$ cat config.mk
export PLATFORM = sky130hd
export DESIGN_NAME = rf_wb_arbiter
export DESIGN_NICKNAME = d
export VERILOG_FILES = /design/src/rtl/rf_wb_arbiter.sv
export SDC_FILE = /design/constraint.sdc
export NUM_CORES = 1
export LEC_CHECK = 0
export ABC_AREA = 1
export CAP_MARGIN = 20
export CORE_ASPECT_RATIO = 1.2
export CORE_MARGIN = 3
export CORE_UTILIZATION = 45
export DETAILED_ROUTE_END_ITERATION = 7
export GPL_ROUTABILITY_DRIVEN = 0
export PLACE_DENSITY = 0.89
export SLEW_MARGIN = 20
export SYNTH_ARGS = -nofsm -noshare
export SYNTH_HDL_FRONTEND = slang
export SYNTH_SLANG_ARGS = --single-unit
$ cat constraint.sdc
create_clock -name clk -period 5.3 [get_ports clk]
set_clock_uncertainty 0.2 [all_clocks]
set_input_delay 1.06 -clock clk [delete_from_list [all_inputs] [get_ports clk]]
set_output_delay 1.06 -clock clk [all_outputs]
set_load 0.01 [all_outputs]
$ cat src/rtl/rf_wb_arbiter.sv
// rf_wb_arbiter
//   Shares the single register-file write port between the in-order pipeline
//   writeback (port 0) and the multi-cycle units (ports 1..N_REQ-1: divider,
//   FPU-to-int, AMO). It also keeps a pending-write scoreboard for registers
//   owned by multi-cycle units and flags decode hazards on those registers.
//
// Ports
//   clk, rst_n        clock, asynchronous active-low reset
//   issue_valid/rd    multi-cycle instruction dispatched; its destination
//   chk_rs1/rs2/rd    decode registers to check against the scoreboard
//   stall_o           hazard on any checked register
//   req_valid/rd/wd   per-port writeback request (port i at [5i+4:5i], [32i+31:32i])
//   req_ready         one-hot grant; a request completes on valid && ready
//   rf_we/rd/wd       RegFile write port
//
// Arbitration
//   Port 0 has priority, except when a unit has waited through STARVE_MAX
//   consecutive port-0 grants; then port 0 yields for one cycle. Units are
//   served round-robin starting after the last granted unit.
module rf_wb_arbiter #(
  parameter int N_REQ      = 4,
  parameter int STARVE_MAX = 4,
  parameter int CNT_W      = 3
) (
  input  logic                  clk,
  input  logic                  rst_n,
  input  logic                  issue_valid,
  input  logic [4:0]            issue_rd,
  input  logic [4:0]            chk_rs1,
  input  logic [4:0]            chk_rs2,
  input  logic [4:0]            chk_rd,
  output logic                  stall_o,
  input  logic [N_REQ-1:0]      req_valid,
  input  logic [5*N_REQ-1:0]    req_rd,
  input  logic [32*N_REQ-1:0]   req_wd,
  output logic [N_REQ-1:0]      req_ready,
  output logic                  rf_we,
  output logic [4:0]            rf_rd,
  output logic [31:0]           rf_wd
);

  localparam int IDX_W = (N_REQ > 1) ? $clog2(N_REQ) : 1;

  // State
  logic [31:0]      pending;
  logic [IDX_W-1:0] rr_ptr;
  logic [CNT_W-1:0] starve_cnt;

  // Combinational arbitration signals
  logic             unit_any;
  logic             force_yield;
  logic             rr_found;
  logic [IDX_W-1:0] rr_idx;
  logic [IDX_W-1:0] cand;
  logic [N_REQ-1:0] grant;
  logic [IDX_W-1:0] gnt_idx;
  logic             granted;
  logic             unit_granted;
  logic [4:0]       sel_rd;
  logic [31:0]      sel_wd;

  // Scoreboard update signals
  logic [31:0]      set_vec;
  logic [31:0]      clr_vec;
  logic [31:0]      pending_nxt;

  assign unit_any    = |req_valid[N_REQ-1:1];
  assign force_yield = (starve_cnt == CNT_W'(STARVE_MAX)) && unit_any;

  // Round-robin search over units 1..N_REQ-1, starting just after rr_ptr
  // and wrapping from N_REQ-1 back to 1 (port 0 is never a candidate).
  always_comb begin
    rr_found = 1'b0;
    rr_idx   = '0;
    cand     = '0;
    for (int unsigned k = 1; k < N_REQ; k++) begin
      cand = IDX_W'(((32'(rr_ptr) + k - 1) % (N_REQ - 1)) + 1);
      if (!rr_found && req_valid[cand]) begin
        rr_found = 1'b1;
        rr_idx   = cand;
      end
    end
  end

  // Grant selection. Gated by rst_n so an in-flight grant disappears in the
  // same cycle reset is asserted rather than waiting for the next edge.
  always_comb begin
    grant   = '0;
    gnt_idx = '0;
    granted = 1'b0;
    if (rst_n) begin
      if (req_valid[0] && !force_yield) begin
        grant[0] = 1'b1;
        granted  = 1'b1;
      end else if (rr_found) begin
        grant[rr_idx] = 1'b1;
        gnt_idx       = rr_idx;
        granted       = 1'b1;
      end
    end
  end

  assign unit_granted = granted && (gnt_idx != '0);

  // Write-port mux from the (one-hot) granted port; all zero when idle.
  always_comb begin
    sel_rd = '0;
    sel_wd = '0;
    for (int unsigned i = 0; i < N_REQ; i++) begin
      if (grant[i]) begin
        sel_rd = req_rd[5*i +: 5];
        sel_wd = req_wd[32*i +: 32];
      end
    end
  end

  assign req_ready = grant;
  assign rf_we     = granted && (sel_rd != 5'd0);
  assign rf_rd     = sel_rd;
  assign rf_wd     = sel_wd;

  // Scoreboard: only unit writebacks clear; set wins over a same-cycle clear.
  always_comb begin
    set_vec = '0;
    clr_vec = '0;
    if (issue_valid && (issue_rd != 5'd0)) begin
      set_vec = 32'd1 << issue_rd;
    end
    if (unit_granted && (sel_rd != 5'd0)) begin
      clr_vec = 32'd1 << sel_rd;
    end
    pending_nxt    = (pending & ~clr_vec) | set_vec;
    pending_nxt[0] = 1'b0;
  end

  // A register whose unit writeback completes this cycle is forwarded by the
  // RegFile, so it does not count as a hazard.
  function automatic logic hz(input logic [4:0] r);
    return (r != 5'd0) && pending[r] && !(unit_granted && (sel_rd == r));
  endfunction

  assign stall_o = hz(chk_rs1) | hz(chk_rs2) | hz(chk_rd);

  always_ff @(posedge clk or negedge rst_n) begin
    if (!rst_n) begin
      pending    <= '0;
      rr_ptr     <= IDX_W'(N_REQ - 1);
      starve_cnt <= '0;
    end else begin
      pending <= pending_nxt;
      if (unit_granted) begin
        rr_ptr <= gnt_idx;
      end
      if (unit_granted || !unit_any) begin
        starve_cnt <= '0;
      end else if (grant[0] && (starve_cnt != CNT_W'(STARVE_MAX))) begin
        starve_cnt <= starve_cnt + CNT_W'(1);
      end
    end
  end

endmodule

==> results of run 1 <==
-- power by group --
group / switching [mW] / internal (mW) / leakage, nW
Combinational: 1.74 / 1.20 / 2.48
Sequential: 0.114 / 0.405 / 0.411
Clock: 0.113 / 0.142 / 0.0548
Total: 1.96 / 1.75 / 2.94
-- cell usage in the layout (no fill, tap or decap), types with 19 or more instances in the layout --
cell	count
buf_4	19
nand3_1	52
inv_1	60
clkdlybuf4s50_1	213
a21oi_1	33
nand4_1	35
o21ai_0	71
o21ai_1	28
nor2_1	29
nand2_1	264
dfrtp_1	34
-- sequential cells by signal, summed over array words and instances (netlist names) --
signal	cells
pending	31
starve_cnt	3
rr_ptr	2
-- how the worst min path moves through the flow --
stage	from	end	slack, ns	cells past startpoint
after global routing	pending[6]	pending[6]	0.33	2
after CTS	pending[2]	pending[2]	0.30	2
after global placement	pending[27]	pending[27]	0.26	2
final	pending[2]	pending[2]	0.31	2
after detailed placement	pending[2]	pending[2]	0.29	2
after floorplan	pending[27]	pending[27]	0.25	2
-- layout make-up --
class / instances / share of cell area [%]
Clock buffer: 5 / 1.01
Clock inverter: 3 / 0.681
Tap cell: 120 / 2.21
Multi-Input combinational cell: 601 / 44.1
Inverter: 73 / 4.08
Timing Repair Buffer: 238 / 34.7
Sequential cell: 36 / 13.3
-- per-stage QoR --
| stage | hold slack (ns) | std cells |
|---|---|---|
| after floorplan | 0.247 | 739 |
| after global placement | 0.263 | 1066 |
| after detailed placement | 0.288 | 1066 |
| after CTS | 0.304 | 1074 |
| after global routing | 0.335 | 1076 |
| final | 0.311 | 1076 |
-- cells by family (layout without fill, tap and decap cells) --
logic type | after synthesis | in the layout
AND/OR/NAND/NOR | 438 | 438
flip-flops | 36 | 36
AO/OA/AOI/OAI | 156 | 156
buffers and inverters | 102 | 319
adder cells (fa/ha/maj) | 6 | 6
XOR/XNOR | 1 | 1
-- critical path, stage by stage --
cell             delay (ns)
clkdlybuf4s50_1        0.53
inv_1                  0.08
nand3_1                0.12
nand3_1                0.10
nand2_1                0.09
nand3_2                0.15
inv_2                  0.12
nand2_4                0.10
nor2_8                 0.12
inv_2                  0.05
or2_4                  0.26
nand2_8                0.12
inv_4                  0.04
buf_4                  0.15
nor2_4                 0.12
nand3_1                0.11
clkdlybuf4s50_1        0.50
-- repair_timing --
item,4_1_cts,5_1_grt
buffers inserted,0,2
setup endpoints to repair,0,5
resized for setup,0,7
-- routing by layer --
layer  part of all wire, %  global-route usage (%)  wire, µm  vias up
met3                    11                    7.85      2010       84
met5                     0                       0         0        -
met4                   5.9                    20.4      1120        0
li1                      -                       -         -     2897
met2                    47                    56.5      8980      398
met1                    36                    40.3      6860     2700
==> impl_metrics.toml, run 1 <==
[floorplan]
io_pins = 218
die_y_um = 113
rows = 38
core_mm2 = 0.00918
die_w_um = 95.1
dieArea_mm2 = 0.0107
initial_core_util_pct = 46.7

[sta]
rsz0062_at_grt = "no"
final_max_slew_viol_count = 0
setup_tns_ns = 0
min_period_ns = 5.09
worstMarginPinSlew_ns = 0.609
fmax_ghz = 0.196
setup_violations = 0
min_period_over_period_pct = 96.1
final-hold-violation-count = 0
relSlewSlack_pct = 59.3
fin_ws_ns = 0.207

[power_and_ir_drop]
leakagePower_nw = 2.94
total_power_mw = 3.71
power_density_mw_per_mm2 = 546
vdd_ir_drop_max_mv = 0.494

[logic_synthesis]
synth_xor_area_share_pct = 0.204
synth_top_family_by_area = "simple AND/OR/NAND/NOR gates"
synth_compound_area_share_pct = 19.6
postSynthAreaPerCell_um2 = 5.80
netlist_area_mm2 = 0.00429
synthMuxAreaShare_pct = 0
yosys.area.top_type = "nand2_1"
yosys_warnings = 0
yosysUniqueCellTypes = 40
synth_fa_ha_area_share_pct = 1.75
synth_seq_area_share_pct = 21.1
yosys.area_share.simple_pct = 48.0
synth_most_common_cell = "nand2_1"
synthTopCellsByArea = "nand2_1 (23%), dfrtp_1 (20%), o21ai_0 (8.3%)"
synth_top_area_share_pct = 23.1
dominantRegCellSynth = "dfrtp_1"
ys_ff_latch = 36
syn_inst = 739
syn-num-nets = 920
synth_edf_count = 0
synthTopCellsByCount = "nand2_1 (264), o21ai_0 (71), inv_1 (60)"
async_flop_share_pct = 100

[global_routing]
grt_pass1_vias = 5836
grt_max_degree = 34
overflow = 0
antenna_found_initial = 0
grt_usage_pct = 34.4
grt_pass1_wl_mm = 29.0

[final_layout]
fill_cells = 774
multi_input_area_mm2 = 0.00300
finish.utilization_pct = 74.1
fin_area_mm2 = 0.00680
syn_to_final_growth_pct = 58.7
nets = 1136
drive_gt1_share_pct = 9.00
diodes = 0
register_area_um2 = 903

[detailed_routing]
wl_mm = 19.0
vias = 6079
ant_nets = 0
wl_per_cell_um = 17.6
drtPass1Iterations = 6
viasPerCell = 5.65
post-route-drc-count = 0
drtIter0Drc = 667

[setup_path]
startpoint = "req_valid[2]"
reg2regPathDepth = 20
rr_startpoint = "rr_ptr[0]"
cp-end-kind = "primary output"
worstPathRequired_ns = 4.04
rrSetupSlack_ns = 1.87
crit_end = "rf_we"
critical_path_class = "in -> out"
r2r_end = "pending[10]"
start_kind = "input port"
path_max_fanout = 9
critPathArrivalTime_ns = 3.83

[run_status]
status = "finished, final reports clean"

[clock_tree]
ctsHtreeMaxLevel = 2
clk_pin_slew_worst_paths_ns = 0.07
clock_sinks = 36
cts_max_path_buffers = 2
clk_latency_ns = 0.29
numCtsBuffers = 5
cts_tree = "done"
cts_hold_buffers = 0
clockRootBuffer = "clkbuf_8"

[worst_hold_path]
hold_path.class = "reg -> reg"

[place]
placed_area_mm2 = 0.00663
portBuffers = 217
dpl.hpwl_mm = 15.4
pre_cts_ws_ns = 0.110

[run]
cap_violations = 0
No activity file was read; power rests on OpenSTA's default activity.
==> run 2: changes to the inputs <==
--- a/config.mk
+++ b/config.mk
@@ -11,7 +11,7 @@
 export CORE_MARGIN = 3
 export CORE_UTILIZATION = 45
 export DETAILED_ROUTE_END_ITERATION = 7
-export GPL_ROUTABILITY_DRIVEN = 0
+export GPL_ROUTABILITY_DRIVEN = 1
 export PLACE_DENSITY = 0.89
 export SLEW_MARGIN = 20
 export SYNTH_ARGS = -nofsm -noshare
==> impl_metrics.toml, run 2 (synthesis gave the netlist of run 1 again) <==
[run_status]
status = "finished, final reports clean"

[setup_path]
critPathBufInv = 3
critPathArrivalTime_ns = 3.81
critical_path_class = "in -> out"
cp_common_cell = "nand2_1"
path_cells = "clkdlybuf4s50_1 > nand2_1 > nand3_1 > nand2_2 > nand2_1 > nor2_2 > nand2_1 > nand2_4 > nand3_2 > nand2_2 > buf_4 > nand2_1 > nand4_1 > clkdlybuf4s50_1"
cp-end-kind = "primary output"
path_max_fanout = 24
start_kind = "input port"
cp_slowest_cell = "clkdlybuf4s50_1"
worstPathRequired_ns = 4.04
cp_slowest_stage_delay_ns = 0.59
critPathTopFamily = "buffers and inverters"

[sta]
final-hold-violation-count = 0
worstMarginPinSlew_ns = 0.594
whs_ns = 0.315
fmax_ghz = 0.197
relSlewSlack_pct = 60.3
setup_violations = 0
final_max_slew_viol_count = 0
min_period_ns = 5.07
rsz0062_at_grt = "no"
min_period_over_period_pct = 95.7
fin_ws_ns = 0.226
setup_tns_ns = 0

[final_layout]
drive_gt1_share_pct = 9.00
final_common_cell = "nand2_1"
syn_to_final_growth_pct = 58.5
nets = 1136
diodes = 0
largest_reg_flops = 31
final_cell_mix = "nand2_1 (264), clkdlybuf4s50_1 (213), o21ai_0 (71), inv_1 (60), nand3_1 (52)"
finish.utilization_pct = 74.0
reg.largest.list = "pending (31), starve_cnt (3), rr_ptr (2)"
regMostFlops = "pending"

[clock_tree]
cts_hold_buffers = 0
cts_tree = "done"
clock_sinks = 36
clk_pin_slew_worst_paths_ns = 0.08
cts_max_path_buffers = 2
clk_latency_ns = 0.30
clockRootBuffer = "clkbuf_8"
ctsHtreeMaxLevel = 2
numCtsBuffers = 5

[place]
portBuffers = 217
pre_cts_ws_ns = 0.0938
dpl.hpwl_mm = 15.3
gp_congestion = 1.06

[global_routing]
overflow = 0
grt_pass1_vias = 5891
grt_max_degree = 34
grt_pass1_wl_mm = 29.5
grt_usage_pct = 34.8
antenna_found_initial = 0

[floorplan]
io_pins = 218
dieArea_mm2 = 0.0107
initial_core_util_pct = 46.7
core_mm2 = 0.00918
die_w_um = 95.1
die_y_um = 113
rows = 38

[run]
cap_violations = 0

[detailed_routing]
vias = 6099
ant_nets = 0
post-route-drc-count = 0
viasPerCell = 5.67
wl_per_cell_um = 17.5
drtIter0Drc = 647
wl_mm = 18.9
drtPass1Iterations = 5

[power_and_ir_drop]
combPwrFrac_pct = 79.3
vdd_ir_drop_max_mv = 0.566
p_int_mw = 1.75
clkPwrFrac_pct = 6.8
netSwitchingFraction_pct = 52.9
power_density_mw_per_mm2 = 547
leakagePower_nw = 2.94
sequentialPowerShare_pct = 13.9
power.switching_mw = 1.96

[worst_hold_path]
hold_path.class = "reg -> reg"
## run 2: cell counts in the layout (fill, tap and decap cells not counted)
No cell type changed its count.
## run 2: timing repair
item / in CTS / in global routing
endpoints found under the setup margin: 0 / 9
resized for setup: 0 / 8
setup buffers: 0 / 0
## run 2: metal layers
metal,global-route usage [%],wire length (µm),share of wire (%)
met5,0,0,0
met2,57.0,8920,47
met4,19.5,1140,6.0
met3,8.05,2030,11
met1,41.4,6790,36
## run 2: worst paths after layout
| path | slack (ns) | start | cells past startpoint | to |
|---|---|---|---|---|
| worst max register to register | 1.63 | rr_ptr[0] | 22 | pending[23] |
| max in group asynchronous | 3.99 | rst_n | 2 | pending[19] |
| worst max-delay path | 0.23 | req_valid[1] | 14 | rf_wd[2] |
| min in group asynchronous | 0.60 | rst_n | 2 | pending[20] |
| worst min register to register | 0.31 | pending[13] | 2 | pending[13] |
| worst min-delay path | 0.31 | pending[13] | 2 | pending[13] |
## run 2: power groups by stage
stage          combinational (mW)  clock (mW)  sequential, mW
2_1_floorplan                1.69           0           0.473
3_3_place_gp                 2.84           0           0.507
3_5_place_dp                 2.85           0           0.511
4_1_cts                      2.88       0.254           0.507
5_1_grt                      3.21       0.264           0.528
6_report                     2.94       0.254           0.515
## run 2: final cells by class
class	count	area (µm²)
Fill cell	763	2380
Tap cell	120	150
Clock inverter	3	46.3
Timing Repair Buffer	238	2350
Multi-Input combinational cell	601	3000
Sequential cell	36	903
Clock buffer	5	68.8
Inverter	73	278
## run 2: through the flow
step | instance area (µm²) | power, mW | cells
2_1_floorplan | 4290 | 2.16 | 739
3_3_place_gp | 6650 | 3.35 | 1068
3_5_place_dp | 6650 | 3.36 | 1068
4_1_cts | 6760 | 3.65 | 1076
5_1_grt | 6790 | 4.00 | 1076
6_report | 6790 | 3.71 | 1076
## run 2: tightest hold or removal path, cell delays in order (launching register included)
cell and delay (ns):
dfrtp_1 0.36, o21ai_1 0.06, o21ai_0 0.06
==> run 3: changes to the inputs <==
--- a/config.mk
+++ b/config.mk
@@ -17,3 +17,4 @@
 export SYNTH_ARGS = -nofsm -noshare
 export SYNTH_HDL_FRONTEND = slang
 export SYNTH_SLANG_ARGS = --single-unit
+export TNS_END_PERCENT = 30
==> results of run 3 <==
Same layout as run 2: the final DEF is identical, and so are final timing and power.
